<file path="src/rtl/apb_addr_demux_pkg.sv">
// Shared helpers for the APB address demultiplexer.
//   strb_width : number of byte strobes for a given data width
//   idx_width  : width of a port index for a given port count (minimum 1)
package apb_addr_demux_pkg;

  function automatic int strb_width(input int data_w);
    return data_w / 8;
  endfunction

  function automatic int idx_width(input int n);
    return (n > 1) ? $clog2(n) : 1;
  endfunction

endpackage

</file>
<file path="src/rtl/apb_addr_rule_decoder.sv">
// Combinational address-rule decoder.
//   addr_i        : address to decode
//   addr_start_i  : per-rule inclusive start address (packed, rule 0 in LSBs)
//   addr_end_i    : per-rule exclusive end address (packed, rule 0 in LSBs)
//   idx_o         : matching rule index, or DEFAULT_IDX when nothing matches
//   valid_o       : some rule matched
//   err_o         : nothing matched and default routing is disabled
module apb_addr_rule_decoder
  import apb_addr_demux_pkg::*;
#(
  parameter int ADDR_WIDTH   = 32,
  parameter int NO_MST_PORTS = 5,
  parameter int EN_DEFAULT   = 1,
  parameter int DEFAULT_IDX  = 0,
  parameter int IDX_W        = idx_width(NO_MST_PORTS)
) (
  input  logic [ADDR_WIDTH-1:0]              addr_i,
  input  logic [NO_MST_PORTS*ADDR_WIDTH-1:0] addr_start_i,
  input  logic [NO_MST_PORTS*ADDR_WIDTH-1:0] addr_end_i,
  output logic [IDX_W-1:0]                   idx_o,
  output logic                               valid_o,
  output logic                               err_o
);

  // Scan from the highest rule down so the lowest matching index is the
  // last assignment and therefore wins on overlap.
  always_comb begin
    idx_o   = IDX_W'(DEFAULT_IDX);
    valid_o = 1'b0;
    for (int i = NO_MST_PORTS - 1; i >= 0; i--) begin
      if ((addr_i >= addr_start_i[i*ADDR_WIDTH +: ADDR_WIDTH]) &&
          (addr_i <  addr_end_i[i*ADDR_WIDTH +: ADDR_WIDTH])) begin
        idx_o   = IDX_W'(i);
        valid_o = 1'b1;
      end
    end
  end

  assign err_o = ~valid_o & (EN_DEFAULT == 0);

endmodule

</file>
<file path="src/rtl/apb_addr_demux.sv">
// APB 1-to-N demultiplexer with integrated address decoder.
//   clk_i, rst_i                : clock, asynchronous active-high reset
//   addr_start_i / addr_end_i   : per-port address rules [start, end)
//   slv_*                       : upstream APB request in, response out
//   mst_*                       : downstream APB ports; request broadcast,
//                                 one-hot psel, response muxed back
//   sel_o                       : port index currently routed
//   dec_err_o                   : current transfer hit no rule (no default)
// The port index decoded in the setup phase is held for the whole access
// phase so routing cannot move while a slave inserts wait states.
module apb_addr_demux
  import apb_addr_demux_pkg::*;
#(
  parameter int ADDR_WIDTH   = 32,
  parameter int DATA_WIDTH   = 32,
  parameter int NO_MST_PORTS = 5,
  parameter int EN_DEFAULT   = 1,
  parameter int DEFAULT_IDX  = 0,
  parameter int IDX_W        = idx_width(NO_MST_PORTS)
) (
  input  logic                                             clk_i,
  input  logic                                             rst_i,
  input  logic [NO_MST_PORTS*ADDR_WIDTH-1:0]               addr_start_i,
  input  logic [NO_MST_PORTS*ADDR_WIDTH-1:0]               addr_end_i,
  input  logic [ADDR_WIDTH-1:0]                            slv_paddr_i,
  input  logic [2:0]                                       slv_pprot_i,
  input  logic                                             slv_psel_i,
  input  logic                                             slv_penable_i,
  input  logic                                             slv_pwrite_i,
  input  logic [DATA_WIDTH-1:0]                            slv_pwdata_i,
  input  logic [strb_width(DATA_WIDTH)-1:0]                slv_pstrb_i,
  output logic                                             slv_pready_o,
  output logic [DATA_WIDTH-1:0]                            slv_prdata_o,
  output logic                                             slv_pslverr_o,
  output logic [NO_MST_PORTS*ADDR_WIDTH-1:0]               mst_paddr_o,
  output logic [NO_MST_PORTS*3-1:0]                        mst_pprot_o,
  output logic [NO_MST_PORTS-1:0]                          mst_psel_o,
  output logic [NO_MST_PORTS-1:0]                          mst_penable_o,
  output logic [NO_MST_PORTS-1:0]                          mst_pwrite_o,
  output logic [NO_MST_PORTS*DATA_WIDTH-1:0]               mst_pwdata_o,
  output logic [NO_MST_PORTS*strb_width(DATA_WIDTH)-1:0]   mst_pstrb_o,
  input  logic [NO_MST_PORTS-1:0]                          mst_pready_i,
  input  logic [NO_MST_PORTS*DATA_WIDTH-1:0]               mst_prdata_i,
  input  logic [NO_MST_PORTS-1:0]                          mst_pslverr_i,
  output logic [IDX_W-1:0]                                 sel_o,
  output logic                                             dec_err_o
);

  logic [IDX_W-1:0] idx_p0;
  logic             dec_valid_p0;
  logic             dec_err_p0;
  logic             err_p0;
  logic [IDX_W-1:0] idx_p1;
  logic             err_p1;
  logic             setup_phase;
  logic             access_phase;
  logic [IDX_W-1:0] sel_cur;
  logic             err_cur;

  apb_addr_rule_decoder #(
    .ADDR_WIDTH   (ADDR_WIDTH),
    .NO_MST_PORTS (NO_MST_PORTS),
    .EN_DEFAULT   (EN_DEFAULT),
    .DEFAULT_IDX  (DEFAULT_IDX),
    .IDX_W        (IDX_W)
  ) u_decoder (
    .addr_i       (slv_paddr_i),
    .addr_start_i (addr_start_i),
    .addr_end_i   (addr_end_i),
    .idx_o        (idx_p0),
    .valid_o      (dec_valid_p0),
    .err_o        (dec_err_p0)
  );

  assign err_p0       = dec_err_p0 & ~dec_valid_p0;
  assign setup_phase  = slv_psel_i & ~slv_penable_i;
  assign access_phase = slv_psel_i &  slv_penable_i;

  // ---- stage p0 -> p1: capture the setup-phase decode for the access phase
  always_ff @(posedge clk_i or posedge rst_i) begin
    if (rst_i) begin
      idx_p1 <= IDX_W'(DEFAULT_IDX);
      err_p1 <= 1'b0;
    end else if (setup_phase) begin
      idx_p1 <= idx_p0;
      err_p1 <= err_p0;
    end
  end

  // ---- routing: live decode outside the access phase, held decode inside
  assign sel_cur   = access_phase ? idx_p1 : idx_p0;
  assign err_cur   = access_phase ? err_p1 : err_p0;
  assign sel_o     = sel_cur;
  assign dec_err_o = err_cur;

  assign mst_paddr_o   = {NO_MST_PORTS{slv_paddr_i}};
  assign mst_pprot_o   = {NO_MST_PORTS{slv_pprot_i}};
  assign mst_penable_o = {NO_MST_PORTS{slv_penable_i}};
  assign mst_pwrite_o  = {NO_MST_PORTS{slv_pwrite_i}};
  assign mst_pwdata_o  = {NO_MST_PORTS{slv_pwdata_i}};
  assign mst_pstrb_o   = {NO_MST_PORTS{slv_pstrb_i}};

  always_comb begin
    mst_psel_o = '0;
    for (int i = 0; i < NO_MST_PORTS; i++) begin
      mst_psel_o[i] = slv_psel_i & ~err_cur & (sel_cur == IDX_W'(i));
    end
  end

  // An undecodable transfer is answered locally with an error in its first
  // access cycle; no downstream slave is ever selected for it.
  always_comb begin
    slv_pready_o  = 1'b0;
    slv_prdata_o  = '0;
    slv_pslverr_o = 1'b0;
    if (slv_psel_i) begin
      if (err_cur) begin
        slv_pready_o  = slv_penable_i;
        slv_pslverr_o = slv_penable_i;
      end else begin
        for (int i = 0; i < NO_MST_PORTS; i++) begin
          if (sel_cur == IDX_W'(i)) begin
            slv_pready_o  = mst_pready_i[i];
            slv_prdata_o  = mst_prdata_i[i*DATA_WIDTH +: DATA_WIDTH];
            slv_pslverr_o = mst_pslverr_i[i];
          end
        end
      end
    end
  end

endmodule

</file>
<file path="config.mk">
export PLATFORM = sky130hd
export DESIGN_NAME = apb_addr_demux
export DESIGN_NICKNAME = d
export VERILOG_FILES = /design/src/rtl/apb_addr_demux_pkg.sv /design/src/rtl/apb_addr_rule_decoder.sv /design/src/rtl/apb_addr_demux.sv
export SDC_FILE = /design/constraint.sdc
export NUM_CORES = 1
export LEC_CHECK = 0
export ABC_AREA = 1
export CAP_MARGIN = 20
export CORE_AREA = 2 2 374 376
export CTS_CLUSTER_SIZE = 25
export DETAILED_ROUTE_END_ITERATION = 8
export DIE_AREA = 0 0 376 378
export GPL_TIMING_DRIVEN = 0
export PLACE_DENSITY = 0.37
export SLEW_MARGIN = 5
export SYNTH_ARGS = -nofsm -noshare
export SYNTH_HDL_FRONTEND = slang
export SYNTH_HIERARCHICAL = 1
export SYNTH_SLANG_ARGS = --single-unit
</file>
<file path="constraint.sdc">
create_clock -name clk_i -period 8.81 [get_ports clk_i]
set_input_delay 2.643 -clock clk_i [delete_from_list [all_inputs] [get_ports clk_i]]
set_output_delay 2.643 -clock clk_i [all_outputs]
set_load 0.05 [all_outputs]
</file>
==> metrics.md <==
| Metric | Value |
|---|---|
| Remaining number of nets flagged by the antenna check after routing | 0 |
| Max-cap violation count | 0 |
| Crit path from | addr_end_i[53] |
| Vias in the first global route | 15.42k |
| Starting density of the core | 9.377% |
| Post-DP HPWL | 81680 um |
| Total Die Area | 142100 um^2 |
| Cell Count Post-Placement | 4829 |
| Clock net sink count | 4 |
| Maximum buffer depth of the clock tree | 2 |
| Switching power total | 1.220 mW |
| Die Width | 376 um |
| Maximum number of pins on one net before global-route repair | 16 |
| Via count normalized by instance count | 3.284 |
| Top area cells in the synthesized netlist | ha_1, buf_4, nand2_1 |
| Fraction of final layout cells with drive strength greater than 1 | 26.61% |
| Library cell with the largest summed area after synthesis | ha_1 |
| Placed cell area | 24670 um^2 |
| Pre-CTS setup slack | -2.854 ns |
| Synth warn | 6 |
| Final count of hold timing violations | 0 |
| Sequential cell area fraction in the yosys report | 0.7707% |
| Most used cells in the layout excluding fill and tap cells | clkdlybuf4s50_1, buf_4, inv_1, nand2_1, ha_1 |
| Syn_nets | 2964 |
| Portion of total power attributed to the clock network | 3.3% |
| Global-route wire length before repair | 120300 um |
| Post-CTS Hold Fix Bufs | 0 |
| Number of iterations in the first detailed-routing pass | 5 |
| Relative area change from synthesis to final layout | 108.7% |
| Worst-Margin Slew | 0.6172 ns |
| CP max stage cell | clkdlybuf4s50_1 |
| Endpoint class of the critical path | output port |
| HP Start | idx_p1[1]$_DFFE_PP0P_ |
| Run status | complete, no violations |
| Post-route design area | 27100 um^2 |
| Final Power | 2.191 mW |
| Antenna violations before repair | 39 |
| Highest achievable clock rate | 0.1152 GHz |
| CTS Root Buffer Type | clkbuf_16 |
| Synthesized netlist cell count | 2083 |
| Share of power burned in combinational logic | 95.7% |
| Maximum fanout along the worst path | 6 |
| Chain of cells forming the critical path | clkdlybuf4s50_1, inv_1, ha_1, a21oi_1, nor2_1, nor3b_2, a21oi_4, nor2_1, nand3_4, nand4_1, nor2_4, nand2_4, nand2_8, buf_12, nor3_4, buf_12, buf_8, nand2_1, nand3_1, nand3_1, nand2_2, buf_8 |
| Share of the cycle needed by the critical path after routing | 98.57% |
| Final routed wire length divided by cell count | 19.02 um |
| Internal power | 0.9706 mW |
| Avg Cell Area, Syn | 6.235 um^2 |
| Beginning of the worst register-to-register path | idx_p1[0]$_DFFE_PP0P_ |
| Maximum resistive drop on vdd | 0.06027 mV |
| Class of the most critical setup path | in -> out |
| Via count | 16.01k |
| Area taken by flip-flops and latches | 100.1 um^2 |
| Slew Viols, Final | 0 |
| Maximum level of the CTS H-tree | 1 |
| Setup ws final | 0.1259 ns |
| Fraction of synthesis flops using an asynchronous set or reset pin | 100.0% |
| Max incr delay on CP | 0.46 ns |
| Sequential Power Share | 1.1% |
| Number of flops mapped to enable cells by yosys | 0 |
| Hold slack | 0.4824 ns |
| Hold WC Path Type | reg -> reg |
| Starting DRT DRC Count | 598 |
| Required time of the critical path | 6.17 ns |
| Clock latency at the later pin of the worst-skew pair | 0.22 ns |
| Top cell type's share of synthesized area | 30.35% |
| DRC errors left | 0 |
| Number of synthesized register bits | 4 |
| Nets | 3942 |
| Layout fillers | 15.69k |
| Overall overflow remaining after global route | 0 |
| Clock tree from TritonCTS | done |
| Arrival time at the worst endpoint | 6.04 ns |
| Synth Cell Area | 12990 um^2 |
| Port Buf Inserts | 933 |
| Floorplan core area | 138500 um^2 |
| WL final | 92710 um |
| Die H | 378 um |
| Area of combinational cells with multiple inputs | 10080 um^2 |
| Most common cell after layout, fill and taps aside | clkdlybuf4s50_1 |
| Clock-pin slew of the registers on the worst-case setup and hold paths | 0.03 ns |
| Slew margin rel. | 59.01% |
| Net switching fraction of the power | 55.69% |
| Worst setup skew after layout | 0 ns |
| Number of distinct library cell variants in the gate-level netlist after synthesis | 47 |
| Flip-flop cell with the highest count after synthesis | dfrtp_1 |
| Weighted congestion reported at the end of routability-driven placement | 0.8457 |
| Critical path startpoint category | input pin |
| Final critical delay including setup and external delays | 8.684 ns |
| Core Rows | 137 |
| Static Leakage | 13.16 nW |
| I/O Pins | 974 |
| Setup violation total in the final timing report | 0 |
| Num CTS Buffers | 3 |
| GRT Resource Usage Total | 12.08% |
| Number of non-filler instances in the completed layout | 4875 |
| Total power divided by cell area | 80.83 nW/um^2 |
[worst max-delay path, delay by kind of cell]
kind	cells	cell delay, ns
AOI/OAI and AO/OA	2	0.27
adders and majority gates	1	0.30
buffers and inverters	6	1.09
and+or+nand+nor	13	1.70
[worst paths after layout]
path                                              end  slack [ns]  cells past startpoint
worst max-delay path                 slv_prdata_o[12]        0.13                     22
worst min-delay path            idx_p1[1]$_DFFE_PP0P_        0.48                      2
worst max register to register  idx_p1[0]$_DFFE_PP0P_        8.07                      1
worst min register to register  idx_p1[1]$_DFFE_PP0P_        0.48                      2
max in group asynchronous       idx_p1[1]$_DFFE_PP0P_        6.01                      2
min in group asynchronous       idx_p1[0]$_DFFE_PP0P_        2.63                      2
[cells by family (layout without fill, tap and decap cells)]
logic type | after synthesis | in the layout | share of synthesized area [%]
AO/OA/AOI/OAI | 237 | 237 | 9.750
adder cells (fa/ha/maj) | 315 | 315 | 30.35
buffers and inverters | 786 | 1762 | 33.87
flip-flops | 4 | 4 | 0.7707
multiplexers | 1 | 1 | 0.08670
other | 1 | 10 | 0.02887
AND/OR/NAND/NOR | 739 | 739 | 25.14
[flip-flops by register name, summed over array words and instances (netlist names)]
signal / cells
idx_p1: 3
err_p1: 1
[synth_stat cells, types with 2 or more instances]
cell type,count
a211oi_1,2
a21o_1,5
a21oi_1,160
a21oi_2,2
a31oi_1,2
buf_2,11
buf_4,373
buf_6,4
dfrtp_1,4
ha_1,315
inv_1,389
inv_2,6
inv_4,2
nand2_1,401
nand2_2,14
nand2_4,4
nand3_1,90
nand3_2,4
nand4_1,29
nor2_1,136
nor2_2,3
nor2_4,2
nor3_1,10
nor3b_1,2
nor4_1,2
o211ai_1,6
o21a_1,12
o21ai_0,29
o21ai_1,16
o21bai_1,3
or2_0,24
or2_1,2
or2_2,5
[area by class of cell]
cell class | instances | share of cell area (%)
clock buffers | 3 | 0.2770
diodes | 9 | 0.08310
plain buffers | 389 | 11.28
flip-flops and latches | 4 | 0.3693
well taps | 1807 | 8.343
inverters | 397 | 5.665
multi-input cells | 1293 | 37.20
repair buffers | 973 | 36.78
[per-layer routing]
metal,vias to the layer above,GRT usage (%),part of all wire [%]
li1,8197,-,-
met1,7163,15.79,45
met2,574,20.80,48
met3,54,2.739,6.4
met4,22,1.140,0.71
met5,-,0,0.14
[per-stage QoR]
stage / setup TNS (ns) / util, %
6_report: 0 / 19.57
5_1_grt: -0.2489 / 19.56
4_1_cts: -0.1791 / 18.51
3_5_place_dp: -99.86 / 17.82
3_3_place_gp: -109.59 / 17.75
2_1_floorplan: 0 / -
[power groups by stage]
stage	clock network (mW)	registers [mW]	logic [mW]
floorplan	0	0.0233	1.05
CTS	0.0726	0.0234	1.99
finish	0.0714	0.0235	2.10
global route	0.0744	0.0239	2.24
global placement	0	0.0236	1.83
detailed placement	0	0.0236	1.84
[repair_timing]
item                                   4_1_cts  5_1_grt
resized for setup                          575      272
setup endpoints to repair                   42       40
pin swaps                                   54      127
buffers inserted                            15       11
endpoints found under the hold margin        0        0
cloned                                       3        5
Note: power is estimated with default switching activity, not from simulation.
